<file path="src/rtl/spi_multi_pkg.sv">
//------------------------------------------------------------------------------
// Module      : spi_multi_pkg
// Description : Shared types and constants for the multi-select SPI master.
// Revision    : 1.0 - initial release
//------------------------------------------------------------------------------
`default_nettype none

package spi_multi_pkg;

    typedef enum logic [1:0] {
        ST_IDLE  = 2'd0,
        ST_SETUP = 2'd1,
        ST_XFER  = 2'd2,
        ST_HOLD  = 2'd3
    } state_e;

    localparam int SS_TRIG = 0;
    localparam int SS_CH1  = 1;
    localparam int SS_CH2  = 2;
    localparam int SS_CH3  = 3;
    localparam int SS_EEP  = 4;

    // Half an SCLK period in clk cycles; also the SETUP/HOLD guard length.
    function automatic int half_div(input int div);
        return div / 2;
    endfunction

endpackage

`default_nettype wire

</file>
<file path="src/rtl/spi_sclk_gen.sv">
//------------------------------------------------------------------------------
// Module      : spi_sclk_gen
// Description : SCLK divider; runs only while enabled, cleared otherwise.
// Revision    : 1.0 - initial release
//------------------------------------------------------------------------------
`default_nettype none

module spi_sclk_gen #(
    parameter int SCLK_DIV = 16
) (
    input  logic clk,
    input  logic rst,
    input  logic en_i,
    output logic sclk_o,
    output logic rise_stb_o,
    output logic fall_stb_o
);
    import spi_multi_pkg::*;

    localparam int                HALF     = half_div(SCLK_DIV);
    localparam int                CNT_W    = $clog2(SCLK_DIV);
    localparam logic [CNT_W-1:0]  CNT_LAST = CNT_W'(SCLK_DIV - 1);
    localparam logic [CNT_W-1:0]  CNT_HALF = CNT_W'(HALF);
    localparam logic [CNT_W-1:0]  CNT_PRE  = CNT_W'(HALF - 1);

    logic [CNT_W-1:0] cnt_q, cnt_d;
    logic             sclk_q, sclk_d;

    // SCLK is registered from the next count so it tracks cnt without a comb path.
    always_comb begin
        cnt_d = '0;
        if (en_i) begin
            cnt_d = (cnt_q == CNT_LAST) ? '0 : cnt_q + 1'b1;
        end
        sclk_d = en_i && (cnt_d >= CNT_HALF);
    end

    always_ff @(posedge clk) begin
        if (rst) begin
            cnt_q  <= '0;
            sclk_q <= 1'b0;
        end else begin
            cnt_q  <= cnt_d;
            sclk_q <= sclk_d;
        end
    end

    assign sclk_o     = sclk_q;
    assign rise_stb_o = en_i && (cnt_q == CNT_PRE);
    assign fall_stb_o = en_i && (cnt_q == CNT_LAST);

endmodule

`default_nettype wire

</file>
<file path="src/rtl/spi_mstr_multi_ss.sv">
//------------------------------------------------------------------------------
// Module      : spi_mstr_multi_ss
// Description : Mode-0 MSB-first SPI master with registered slave-select decode.
// Revision    : 1.0 - initial release
//------------------------------------------------------------------------------
`default_nettype none

module spi_mstr_multi_ss #(
    parameter  int DATA_W   = 16,
    parameter  int NUM_SS   = 5,
    parameter  int SCLK_DIV = 16,
    localparam int SS_W     = (NUM_SS > 1) ? $clog2(NUM_SS) : 1
) (
    input  logic              clk,
    input  logic              rst,
    input  logic              wrt,
    input  logic [SS_W-1:0]   ss_sel,
    input  logic [DATA_W-1:0] data_out,
    output logic              busy,
    output logic              done,
    output logic              err,
    output logic [DATA_W-1:0] data_in,
    output logic              SCLK,
    output logic              MOSI,
    input  logic              MISO,
    output logic [NUM_SS-1:0] SS_n
);
    import spi_multi_pkg::*;

    localparam int               HALF     = half_div(SCLK_DIV);
    localparam int               PH_W     = $clog2(SCLK_DIV);
    localparam int               BIT_W    = $clog2(DATA_W);
    localparam logic [PH_W-1:0]  PH_LAST  = PH_W'(HALF - 1);
    localparam logic [BIT_W-1:0] BIT_LAST = BIT_W'(DATA_W - 1);

    state_e              state_q, state_d;
    logic [PH_W-1:0]     ph_q, ph_d;
    logic [BIT_W-1:0]    bit_q, bit_d;
    logic [DATA_W-1:0]   shift_q, shift_d;
    logic                sample_q, sample_d;
    logic [NUM_SS-1:0]   ss_n_q, ss_n_d;
    logic                mosi_q, mosi_d;
    logic                busy_q, busy_d;
    logic                done_q, done_d;
    logic                err_q, err_d;
    logic [DATA_W-1:0]   data_in_q, data_in_d;

    logic                sclk_en, sclk, rise_stb, fall_stb;
    logic [31:0]         sel_ext;
    logic                sel_ok;
    logic [NUM_SS-1:0]   dec_n;

    assign sclk_en = (state_q == ST_XFER);

    spi_sclk_gen #(
        .SCLK_DIV (SCLK_DIV)
    ) u_sclk_gen (
        .clk        (clk),
        .rst        (rst),
        .en_i       (sclk_en),
        .sclk_o     (sclk),
        .rise_stb_o (rise_stb),
        .fall_stb_o (fall_stb)
    );

    // Out-of-range indices must never reach the decoder outputs.
    assign sel_ext = 32'(ss_sel);
    assign sel_ok  = (sel_ext < 32'(NUM_SS));

    always_comb begin
        dec_n = '1;
        for (int i = 0; i < NUM_SS; i++) begin
            dec_n[i] = (sel_ext != 32'(i));
        end
    end

    always_comb begin
        state_d   = state_q;
        ph_d      = ph_q;
        bit_d     = bit_q;
        shift_d   = shift_q;
        sample_d  = sample_q;
        ss_n_d    = ss_n_q;
        mosi_d    = mosi_q;
        busy_d    = busy_q;
        done_d    = 1'b0;
        err_d     = 1'b0;
        data_in_d = data_in_q;
        case (state_q)
            ST_IDLE: begin
                if (wrt) begin
                    if (sel_ok) begin
                        shift_d = data_out;
                        mosi_d  = data_out[DATA_W-1];
                        ss_n_d  = dec_n;
                        busy_d  = 1'b1;
                        ph_d    = '0;
                        bit_d   = '0;
                        state_d = ST_SETUP;
                    end else begin
                        err_d = 1'b1;
                    end
                end
            end
            ST_SETUP: begin
                if (ph_q == PH_LAST) begin
                    ph_d    = '0;
                    state_d = ST_XFER;
                end else begin
                    ph_d = ph_q + 1'b1;
                end
            end
            ST_XFER: begin
                if (rise_stb) begin
                    sample_d = MISO;
                end
                if (fall_stb) begin
                    shift_d = {shift_q[DATA_W-2:0], sample_q};
                    mosi_d  = shift_q[DATA_W-2];
                    if (bit_q == BIT_LAST) begin
                        bit_d   = '0;
                        state_d = ST_HOLD;
                    end else begin
                        bit_d = bit_q + 1'b1;
                    end
                end
            end
            ST_HOLD: begin
                if (ph_q == PH_LAST) begin
                    ph_d      = '0;
                    ss_n_d    = '1;
                    mosi_d    = 1'b0;
                    busy_d    = 1'b0;
                    done_d    = 1'b1;
                    data_in_d = shift_q;
                    state_d   = ST_IDLE;
                end else begin
                    ph_d = ph_q + 1'b1;
                end
            end
            default: state_d = ST_IDLE;
        endcase
    end

    always_ff @(posedge clk) begin
        if (rst) begin
            state_q   <= ST_IDLE;
            ph_q      <= '0;
            bit_q     <= '0;
            shift_q   <= '0;
            sample_q  <= 1'b0;
            ss_n_q    <= '1;
            mosi_q    <= 1'b0;
            busy_q    <= 1'b0;
            done_q    <= 1'b0;
            err_q     <= 1'b0;
            data_in_q <= '0;
        end else begin
            state_q   <= state_d;
            ph_q      <= ph_d;
            bit_q     <= bit_d;
            shift_q   <= shift_d;
            sample_q  <= sample_d;
            ss_n_q    <= ss_n_d;
            mosi_q    <= mosi_d;
            busy_q    <= busy_d;
            done_q    <= done_d;
            err_q     <= err_d;
            data_in_q <= data_in_d;
        end
    end

    assign busy    = busy_q;
    assign done    = done_q;
    assign err     = err_q;
    assign data_in = data_in_q;
    assign SCLK    = sclk;
    assign MOSI    = mosi_q;
    assign SS_n    = ss_n_q;

endmodule

`default_nettype wire

</file>
<file path="config.mk">
export PLATFORM = sky130hd
export DESIGN_NAME = spi_mstr_multi_ss
export DESIGN_NICKNAME = d
export VERILOG_FILES = /design/src/rtl/spi_multi_pkg.sv /design/src/rtl/spi_sclk_gen.sv /design/src/rtl/spi_mstr_multi_ss.sv
export SDC_FILE = /design/constraint.sdc
export NUM_CORES = 1
export LEC_CHECK = 0
export CORE_ASPECT_RATIO = 1.5
export CORE_MARGIN = 5
export CORE_UTILIZATION = 46
export CTS_CLUSTER_DIAMETER = 60
export DETAILED_ROUTE_END_ITERATION = 16
export GPL_TIMING_DRIVEN = 0
export MAX_ROUTING_LAYER = met4
export PLACE_DENSITY_LB_ADDON = 0.3
export SLEW_MARGIN = 20
export SYNTH_ARGS = -nofsm -noshare
export SYNTH_HDL_FRONTEND = slang
export SYNTH_SLANG_ARGS = --single-unit
</file>
<file path="constraint.sdc">
create_clock -name clk -period 1.8 [get_ports clk]
set_input_delay 0.45 -clock clk [delete_from_list [all_inputs] [get_ports clk]]
set_output_delay 0.45 -clock clk [all_outputs]
set_load 0.02 [all_outputs]
</file>
# [Word-level counts from Yosys, hierarchy flattened]
# Index checks and enable logic that the tools add are counted.
# Widths: inputs -> output; s select.
[classes] addsub=3 order_cmp=2 eq_ne=17 n_mux=34 bitwise_logic=3 n_reduce_logical=19
[ops] op="$mux 16" count=3
[ops] op="$pmux 16 s2" count=1
[ops] op="$reduce_bool 32->1" count=1
[ops] op="$mux 4" count=7
[ops] op="$pmux 4 s2" count=2
[ops] op="$mux 5" count=3
[ops] op="$add 4x1->4 const B" count=3
[ops] op="$mux 2" count=6
[ops] op="$ne 2x2->1 const B" count=6
[ops] op="$pmux 5 s2" count=1
[ops] op="$eq 4x3->1 const B" count=2
[ops] op="$eq 4x4->1 const B" count=2
[ops] op="$mux 1" count=8
[ops] op="$pmux 2 s4" count=1
[ops] op="$reduce_and 4->1" count=2
[ops] op="$ne 3x2->1 const B" count=2
[ops] op="$reduce_and 6->1" count=1
[ops] op="$reduce_bool 2->1" count=3
[ops] op="$reduce_and 5->1" count=1
[ops] op="$eq 2x2->1 const B" count=2
[ops] op="$ge 4x4->1 const B" count=1
[ops] op="$reduce_and 2->1" count=2
[ops] op="$reduce_or 2->1" count=2
[ops] op="$logic_and 1x1->1" count=3
[ops] op="11 further kinds" count=13
[totals] ff_bits=57

# [Longest topological paths before layout]
# Gate-level depths: netlist of the first run.
[depth] word_depth=5 depth_mapped=8 depth_no_buf=6

# [Cells and area by module]
# A second synthesis of the first run with hierarchy kept.
[unflattened] hier_cells=282 hier_area_um2=2565.0
[modules_own_cells] mod="spi_mstr_multi_ss" instances=1 cells_each=260 area_per_inst_um2=2373.5 seq_area_each_um2=1041.0
[modules_own_cells] mod="spi_sclk_gen" instances=1 cells_each=22 area_per_inst_um2=191.4 seq_area_each_um2=100.1

# [Worst setup path before layout of the first run]
# OpenSTA, ideal clock, no wires.
[synth_path] kind="flip-flop to flip-flop" start="reg state_q[0]" end="reg state_q[0]" arrival_ns=1.674 slack_ns=-0.004 path_stages_with_launch=8 synth_period_minus_slack_ns=1.804 path_cell_list="dfxtp_1 -> inv_1 -> ha_1 -> buf_2 -> o211a_4 -> a211oi_1 -> nor4bb_1 -> nor3_1"
[synth_between] elab_chain_cells=4
[synth_rtl] element="start, declared" line="spi_mstr_multi_ss.sv:36" source="state_e state_q, state_d;"
[synth_rtl] element="start signal, assigned" line="spi_mstr_multi_ss.sv:159" source="state_q <= state_d;"
[synth_rtl] element="$eq 2x2->1" line="spi_mstr_multi_ss.sv:53, spi_mstr_multi_ss.sv:89"
[synth_rtl] element="$logic_and 1x1->1" line="spi_sclk_gen.sv:50" source="assign fall_stb_o = en_i && (cnt_q == CNT_LAST);"
[synth_rtl] element="$ne 2x2->1 (no source line)"
[synth_rtl] element="$reduce_and 6->1 (no source line)"
# Parallel ways exist; a longest one is shown, timed or not.
# A chain may end at the register's enable or synchronous reset.

# [Worst setup path after layout of the first run]
[layout_path] start="reg state_q[1]" end="reg bit_q[0]"
[layout_between] elab_chain_cells=4
[layout_rtl] element="$eq 2x2->1" line="spi_mstr_multi_ss.sv:53, spi_mstr_multi_ss.sv:89"
[layout_rtl] element="$logic_and 1x1->1" line="spi_sclk_gen.sv:50"
[layout_rtl] element="$ne 2x2->1 (no source line)"
[layout_rtl] element="$reduce_and 4->1 (no source line)"
[layout_rtl] element="end signal, assigned" line="spi_mstr_multi_ss.sv:161" source="bit_q <= bit_d;"
[layout_rtl] element="end, declared" line="spi_mstr_multi_ss.sv:38" source="logic [BIT_W-1:0] bit_q, bit_d;"
# Parallel ways exist; a longest one is shown, timed or not.

==> results of run 1 <==
stage by stage:
stage	area (sq um)	worst slack (ns)	power (mW)
after global placement	3087	-0.6197	3.026
after detailed placement	3087	-0.6502	3.068
after floorplan	2529	0.01505	2.677
final	3457	0.008941	4.564
after CTS	3363	0.01447	4.414
after global routing	3457	-0.07626	4.817
metal layers:
layer | up-vias | share of wire [%]
met5 | - | 0
met4 | 0 | 2.1
met3 | 11 | 5.4
met2 | 69 | 52
met1 | 1116 | 40
li1 | 1144 | -
power groups by stage:
| stage | clock network [mW] | logic, mW | registers (mW) |
|---|---|---|---|
| 6_report | 1.19 | 1.65 | 1.72 |
| 5_1_grt | 1.27 | 1.80 | 1.75 |
| 4_1_cts | 1.20 | 1.51 | 1.70 |
| 3_5_place_dp | 0 | 1.35 | 1.72 |
| 3_3_place_gp | 0 | 1.31 | 1.71 |
| 2_1_floorplan | 0 | 0.972 | 1.70 |
worst register-to-register path: stages, from the launching register on:
cell and delay [ns]:
dfxtp_4 0.37, inv_2 0.06, ha_4 0.20, nor2b_4 0.15, a211oi_4 0.21, buf_6 0.16, buf_4 0.11, or3b_1 0.35
a21oi_2 0.11
area by class of cell:
| type | instances | area [sq um] | share of cell area, % |
|---|---|---|---|
| Inverter | 6 | 27.53 | 0.7962 |
| Clock inverter | 5 | 56.30 | 1.629 |
| Multi-Input combinational cell | 207 | 1370 | 39.63 |
| Tap cell | 70 | 87.58 | 2.533 |
| Sequential cell | 57 | 1154 | 33.37 |
| Clock buffer | 10 | 137.6 | 3.981 |
| Buffer | 17 | 82.58 | 2.389 |
| Timing Repair Buffer | 56 | 541.8 | 15.67 |
registers in the layout, summed over array words and instances (netlist names):
name	cells
MOSI	1
SS_n	5
bit_q	4
busy	1
data_in	16
done	1
err	1
ph_q	4
sample_q	1
shift_q	16
state_q	2
u_sclk_gen.cnt_q	4
u_sclk_gen.sclk_o	1
timing repair:
item | 4_1_cts | 5_1_grt
pin swaps | 2 | 2
buffers inserted | 4 | 5
resized for setup | 20 | 22
endpoints found under the setup margin | 44 | 32
cloned | 0 | 0
final timing paths:
| kind | start | endpoint | cells past startpoint |
|---|---|---|---|
| worst min-delay path | data_in[13] | data_in[13] | 2 |
| worst min register to register | data_in[13] | data_in[13] | 2 |
| worst max-delay path | state_q[1] | bit_q[0] | 8 |
| worst max register to register | state_q[1] | bit_q[0] | 8 |
cell families after synthesis:
logic type,after synthesis,synth area share (%)
AOI/OAI and AO/OA,76,20.18
and+or+nand+nor,105,19.63
xor gates and xnor gates,1,0.3471
buffers and inverters,24,3.917
muxes,17,6.743
DFF,57,45.22
adders and majority gates,8,3.966
layout by cell type, fill, tap and decap left out, types with 5 or more instances in the layout:
| cell | n |
|---|---|
| dfxtp_1 | 53 |
| clkdlybuf4s50_1 | 44 |
| nand2_1 | 42 |
| a21oi_1 | 28 |
| nor2_1 | 25 |
| mux2i_1 | 17 |
| a211oi_1 | 14 |
| clkbuf_8 | 10 |
| buf_4 | 9 |
| nand3_1 | 8 |
| o21ai_0 | 8 |
| buf_2 | 6 |
| nand2b_1 | 6 |
| clkbuf_1 | 5 |
| ha_1 | 5 |
==> run summary, run 1 <==
=====================================================================================
Share of total power consumed by net switching .........................       34.87%
DRT Wirelength ......................................................... 6379 microns
TritonCTS sink count ...................................................           57
Fin crit share .........................................................       99.50%
Post-layout min period .................................................     1.791 ns
Combinational fraction of design power .................................        36.2%
Cell Count, Final, Fillers Out .........................................          428
Number of optimization iterations in the first detailed-route pass .....            5
First-pass GRT wire length ............................................. 10,370 microns
Max Buffers Root-to-Sink ...............................................            2
Met2 track demand over resource in global routing ......................       32.90%
Critical path, cell by cell ............................................ inv_2 -> ha_4 -> nor2b_4 -> a211oi_4 -> buf_6 -> buf_4 -> or3b_1 -> a21oi_2
Utilization after layout ...............................................       63.91%
Worst Max-Slew Pin Slew ................................................    0.5181 ns
Setup Total Neg Slack ..................................................         0 ns
Initial core utilization ...............................................       46.66%
Ranking of synthesized cells by area ................................... dfxtp_1 (45%), mux2i_1 (6.7%), nand2_1 (6.2%), a21oi_1 (5.8%), a211oi_1 (5.1%)
Post-route antenna net violation count .................................            0
Data required time of the worst path ...................................      2.07 ns
Maximum clock frequency ................................................   0.5583 GHz
Area share of the largest cell type after synthesis ....................       45.22%
Capturing element type of the critical path ............................     register
Number of vias per cell ................................................        5.467
Internal ...............................................................     2.973 mW
Total of max-cap violations ............................................            0
Worst setup SP type ....................................................     register
Setup violation total in the final timing report .......................            0
Wire length per cell after detailed routing ............................ 14.90 microns
Setup clock skew after layout ..........................................  0.008238 ns
Synthesis-to-finish area growth ........................................       36.99%
Detailed-route DRC error count .........................................            0
Async set-reset flop share out of synthesis ............................           0%
Global-route layer with the greatest usage .............................         met2
Maximum level of the CTS H-tree ........................................            3
Signal arrival time at the worst endpoint ..............................      2.06 ns
Met1 GRT Util ..........................................................       19.95%
Standard-cell rows .....................................................           33
Top cell type by total area after synthesis ............................      dfxtp_1
Pins over their slew limit .............................................            0
RSZ-0062 raised after global routing ...................................          yes
Power per Cell Area .................................................... 1320 nW/um^2
Number of CTS-inserted buffers .........................................            9
Post-synthesis cell count ..............................................          288
Die boundary width ..................................................... 70.48 microns
Syn_area_per_cell ......................................................  8.763 sq um
Diodes inserted ........................................................            0
Predominant post-synthesis flop cell ...................................      dfxtp_1
All-Layer GR Usage .....................................................       18.89%
EDFF count, synth ......................................................            0
Number of synthesis warnings ...........................................            0
Final-layout fill cell count ...........................................          462
Placed Cells incl. Taps ................................................          405
Number of global-route vias before repair ..............................        2,308
TritonCTS clock tree ...................................................        built
Number of antenna violations at the first check in global routing ......            0
Largest net degree at the start of global routing ......................           11
Status .................................................................    completed
Normalized max-slew margin .............................................       64.91%
Worst hold margin ......................................................    0.4538 ns
Leakage power ..........................................................     1.227 nW
Start-to-end type of the worst setup path .............................. register to register
Worst-path fanout max ..................................................            9
Chip height ............................................................ 100.7 microns
Fraction of final layout cells sized beyond drive strength 1 ...........       15.92%
Proportion of power drawn by flip-flops and latches ....................        37.6%
RD Place Congestion ....................................................       0.8525
Switching power ........................................................     1.592 mW
Number of buffer and inverter instances along the worst setup path .....            3
Synth Register Bits ....................................................           57
Skew-Pair Late Insertion Delay .........................................      0.34 ns
Part of the total power dissipated in the clock network ................        26.2%
Clock-pin slew of the registers on the worst-case setup and hold paths .      0.07 ns
Boundary pin count .....................................................           49
Synthesized net count ..................................................          319
IO Port Bufs ...........................................................           47
Most frequent cells after synthesis .................................... dfxtp_1 (57), nand2_1 (42), a21oi_1 (29)
Fraction of the yosys area taken by sequential cells ...................       45.22%
GR Util met3 ...........................................................       4.491%
Biggest cell delay along the critical path .............................      0.37 ns
Placeable core area ....................................................   5409 sq um
Clock Tree Root ........................................................     clkbuf_8
Global route overflow ..................................................            0
DRT iter0 DRCs .........................................................          144
Class of the tightest hold or removal check ............................ register to register
Top delay family on crit path .......................................... simple AND/OR/NAND/NOR gates
Total die area .........................................................   7098 sq um
Synth unique cells .....................................................           44
Most common cell in the netlist ........................................      dfxtp_1
Final Hold Vio Count ...................................................            0
Synthesized area .......................................................   2524 sq um
Max stage delay cell, worst path .......................................      dfxtp_4
Vias after detailed routing ............................................        2,340
VDD IR max .............................................................  0.0008574 V
Minimum setup slack among reg-to-reg paths .............................     0.009 ns
# nets final ...........................................................          385
Post-cts hold buffer count .............................................            0
HPWL after detailed placement .......................................... 4459 microns
=====================================================================================
Note: power is estimated with default switching activity, not from simulation.
==> run 2, diff against run 1 <==
--- a/config.mk
+++ b/config.mk
@@ -13,6 +13,7 @@
 export GPL_TIMING_DRIVEN = 0
 export MAX_ROUTING_LAYER = met4
 export PLACE_DENSITY_LB_ADDON = 0.3
+export SETUP_SLACK_MARGIN = 0.2
 export SLEW_MARGIN = 20
 export SYNTH_ARGS = -nofsm -noshare
 export SYNTH_HDL_FRONTEND = slang
==> run summary, run 2 (synthesis gave the netlist of run 1 again) <==
=====================================================================================
Status ................................................................. finished with violations
Failing checks ......................................................... setup timing
Wire length per cell after detailed routing ............................ 16.52 microns   +11%
Setup violation total in the final timing report .......................            1   +1
Minimum setup slack among reg-to-reg paths .............................     -0.02 ns   -0.03 ns
Total die area .........................................................   7098 sq um   unchanged
Final-layout fill cell count ...........................................          391   -15%
Largest net degree at the start of global routing ......................           11   unchanged
Top library cells by usage in the layout, fill and taps aside .......... dfxtp_1 (55), nand2_1 (42), dlygate4sd2_1 (28)
Cell Count, Final, Fillers Out .........................................          447   +4.4%
Post-cts hold buffer count .............................................            0   unchanged
Diodes inserted ........................................................            0   unchanged
Worst setup margin .....................................................  -0.01641 ns   -0.02535 ns
Initial core utilization ...............................................       46.66%   unchanged
DRT iter0 DRCs .........................................................          184   +28%
Worst-path fanout max ..................................................            8   -1
# nets final ...........................................................          403   +4.7%
Post-layout min period .................................................     1.816 ns   +0.02535 ns
Global-route layer with the greatest usage .............................         met2
Post-route antenna net violation count .................................            0   unchanged
Cells on worst reg2reg path ............................................            8   unchanged
Number of buffer and inverter instances along the worst setup path .....            3   unchanged
Max Buffers Root-to-Sink ...............................................            2   unchanged
Storage cell area ......................................................   1149 sq um   -0.43%
Launch point of the worst hold path ....................................  data_in[12]
Max stage delay cell, worst path .......................................      dfxtp_4
Hold worst-path end ....................................................  data_in[12]
IO Port Bufs ...........................................................           47   unchanged
Placeable core area ....................................................   5409 sq um   unchanged
Boundary pin count .....................................................           49   unchanged
Class of the tightest hold or removal check ............................ register to register
Normalized max-slew margin .............................................       52.16%   -13 points
Critical path, cell by cell ............................................ inv_4 -> ha_4 -> buf_8 -> nor2b_4 -> a211oi_4 -> buf_6 -> or3b_1 -> a21oi_1
Standard-cell rows .....................................................           33   unchanged
Detailed-route DRC error count .........................................            0   unchanged
All-Layer GR Usage .....................................................       20.50%   +1.6 points
First-pass GRT wire length ............................................. 11,030 microns   +6.3%
TritonCTS clock tree ...................................................        built
Fin crit share .........................................................       100.9%   +1.4 points
DRT Wirelength ......................................................... 7383 microns   +16%
RD Place Congestion ....................................................       0.8809   +3.3%
Start-to-end type of the worst setup path .............................. register to register
Biggest cell delay along the critical path .............................      0.37 ns   about the same
Post-place instance area ...............................................   3129 sq um   +1.4%
Clock Tree Root ........................................................     clkbuf_8
RSZ-0062 raised after global routing ...................................          yes
Critical register-to-register path startpoint ..........................   state_q[1]
Final Hold Vio Count ...................................................            0   unchanged
Maximum level of the CTS H-tree ........................................            3   unchanged
Commonest non-fill, non-tap cell in the layout .........................      dfxtp_1
Maximum clock frequency ................................................   0.5505 GHz   -1.4%
Skew-Pair Late Insertion Delay .........................................      0.35 ns   about the same
Multi-input combinational cell area ....................................   1524 sq um   +11%
Die boundary width ..................................................... 70.48 microns   unchanged
Worst setup SP type ....................................................     register
Sum of internal, switching and leakage power ...........................     5.490 mW   +20%
Top delay family on crit path .......................................... simple AND/OR/NAND/NOR gates
Worst Max-Slew Pin Slew ................................................    0.7176 ns   +0.1995 ns
Capturing element type of the critical path ............................     register
Leakage power ..........................................................     1.472 nW   +20%
Post-route standard cell area excluding fillers ........................   3847 sq um   +11%
Met1 GRT Util ..........................................................       21.82%   +1.9 points
Signal arrival time at the worst endpoint ..............................      2.10 ns   +0.04 ns
TritonCTS sink count ...................................................           57   unchanged
VDD IR max .............................................................  0.0009714 V   +13%
Clock-pin slew of the registers on the worst-case setup and hold paths .      0.07 ns   about the same
Power per Cell Area .................................................... 1427 nW/um^2   +8.1%
HPWL after detailed placement .......................................... 4485 microns   +0.59%
Pins over their slew limit .............................................            0   unchanged
Number of optimization iterations in the first detailed-route pass .....            4   -1
Capture point of the worst reg-to-reg path .............................     bit_q[0]
Total of max-cap violations ............................................            0   unchanged
Number of antenna violations at the first check in global routing ......            0   unchanged
Vias after detailed routing ............................................        2,475   +5.8%
Number of CTS-inserted buffers .........................................            9   unchanged
Chip height ............................................................ 100.7 microns   unchanged
Number of global-route vias before repair ..............................        2,364   +2.4%
Met2 track demand over resource in global routing ......................       35.06%   +2.2 points
Synthesis-to-finish area growth ........................................       52.45%
Fraction of final layout cells sized beyond drive strength 1 ...........       26.53%   +11 points
GR Util met3 ...........................................................       5.289%   +0.80 points
Placed Cells incl. Taps ................................................          405   unchanged
Cell depth of the worst min-delay path .................................            2   unchanged
Data required time of the worst path ...................................      2.08 ns   about the same
Global route overflow ..................................................            0   unchanged
Setup clock skew after layout ..........................................  0.009059 ns   +0.0008217 ns
Number of vias per cell ................................................        5.537   +1.3%
=====================================================================================
run 2: per-stage QoR:
stage / worst slack, ns / utilization [%] / hold WS (ns) / setup TNS [ns]
after floorplan: 0.1206 / - / 0.4323 / 0
after global placement: -0.5788 / 57.85 / 0.4432 / -15.54
after detailed placement: -0.6382 / 57.85 / 0.4479 / -17.31
after CTS: 0.004401 / 65.19 / 0.4549 / 0
after global routing: -0.06611 / 71.13 / 0.4821 / -0.1511
final: -0.01641 / 71.13 / 0.4515 / -0.01641
run 2: cell type report:
type,count,area share (%)
Inverter,6,0.7154
Sequential cell,57,29.85
Tap cell,70,2.276
Clock buffer,12,4.293
Clock inverter,4,1.301
Multi-Input combinational cell,207,39.61
Timing Repair Buffer,73,17.76
Buffer,18,4.195
run 2: timing repair:
action | CTS | global route
gates resized for setup | 63 | 53
setup endpoints to repair | 74 | 51
gates cloned | 1 | 2
pin swaps | 7 | 21
setup buffers | 10 | 13
run 2: worst min-delay path: stages, from the launching register on:
cell and delay, ns:
dfxtp_1 0.31, nand2_1 0.05, a21oi_1 0.05
run 2: where the power goes:
| part | internal, mW | switching (mW) |
|---|---|---|
| Combinational | 1.25 | 1.18 |
| Clock | 0.750 | 0.560 |
| Sequential | 1.52 | 0.230 |
| Total | 3.52 | 1.97 |
run 2: how the worst max path moves through the flow:
stage / cells after the start / start / slack [ns] / to
2_1_floorplan: 7 / state_q[0] / 0.12 / bit_q[0]
3_3_place_gp: 5 / ss_sel[1] / -0.58 / shift_q[1]
4_1_cts: 8 / state_q[0] / 0.004 / bit_q[0]
5_1_grt: 8 / state_q[1] / -0.07 / bit_q[0]
3_5_place_dp: 5 / ss_sel[1] / -0.64 / shift_q[1]
6_report: 8 / state_q[1] / -0.02 / bit_q[0]
run 2: metal layers:
layer  up-vias  routed length, microns
met1      1192                    2924
met4         0                     150
met3        15                     429
met2        84                    3879
li1       1184                       -
met5         -                       0
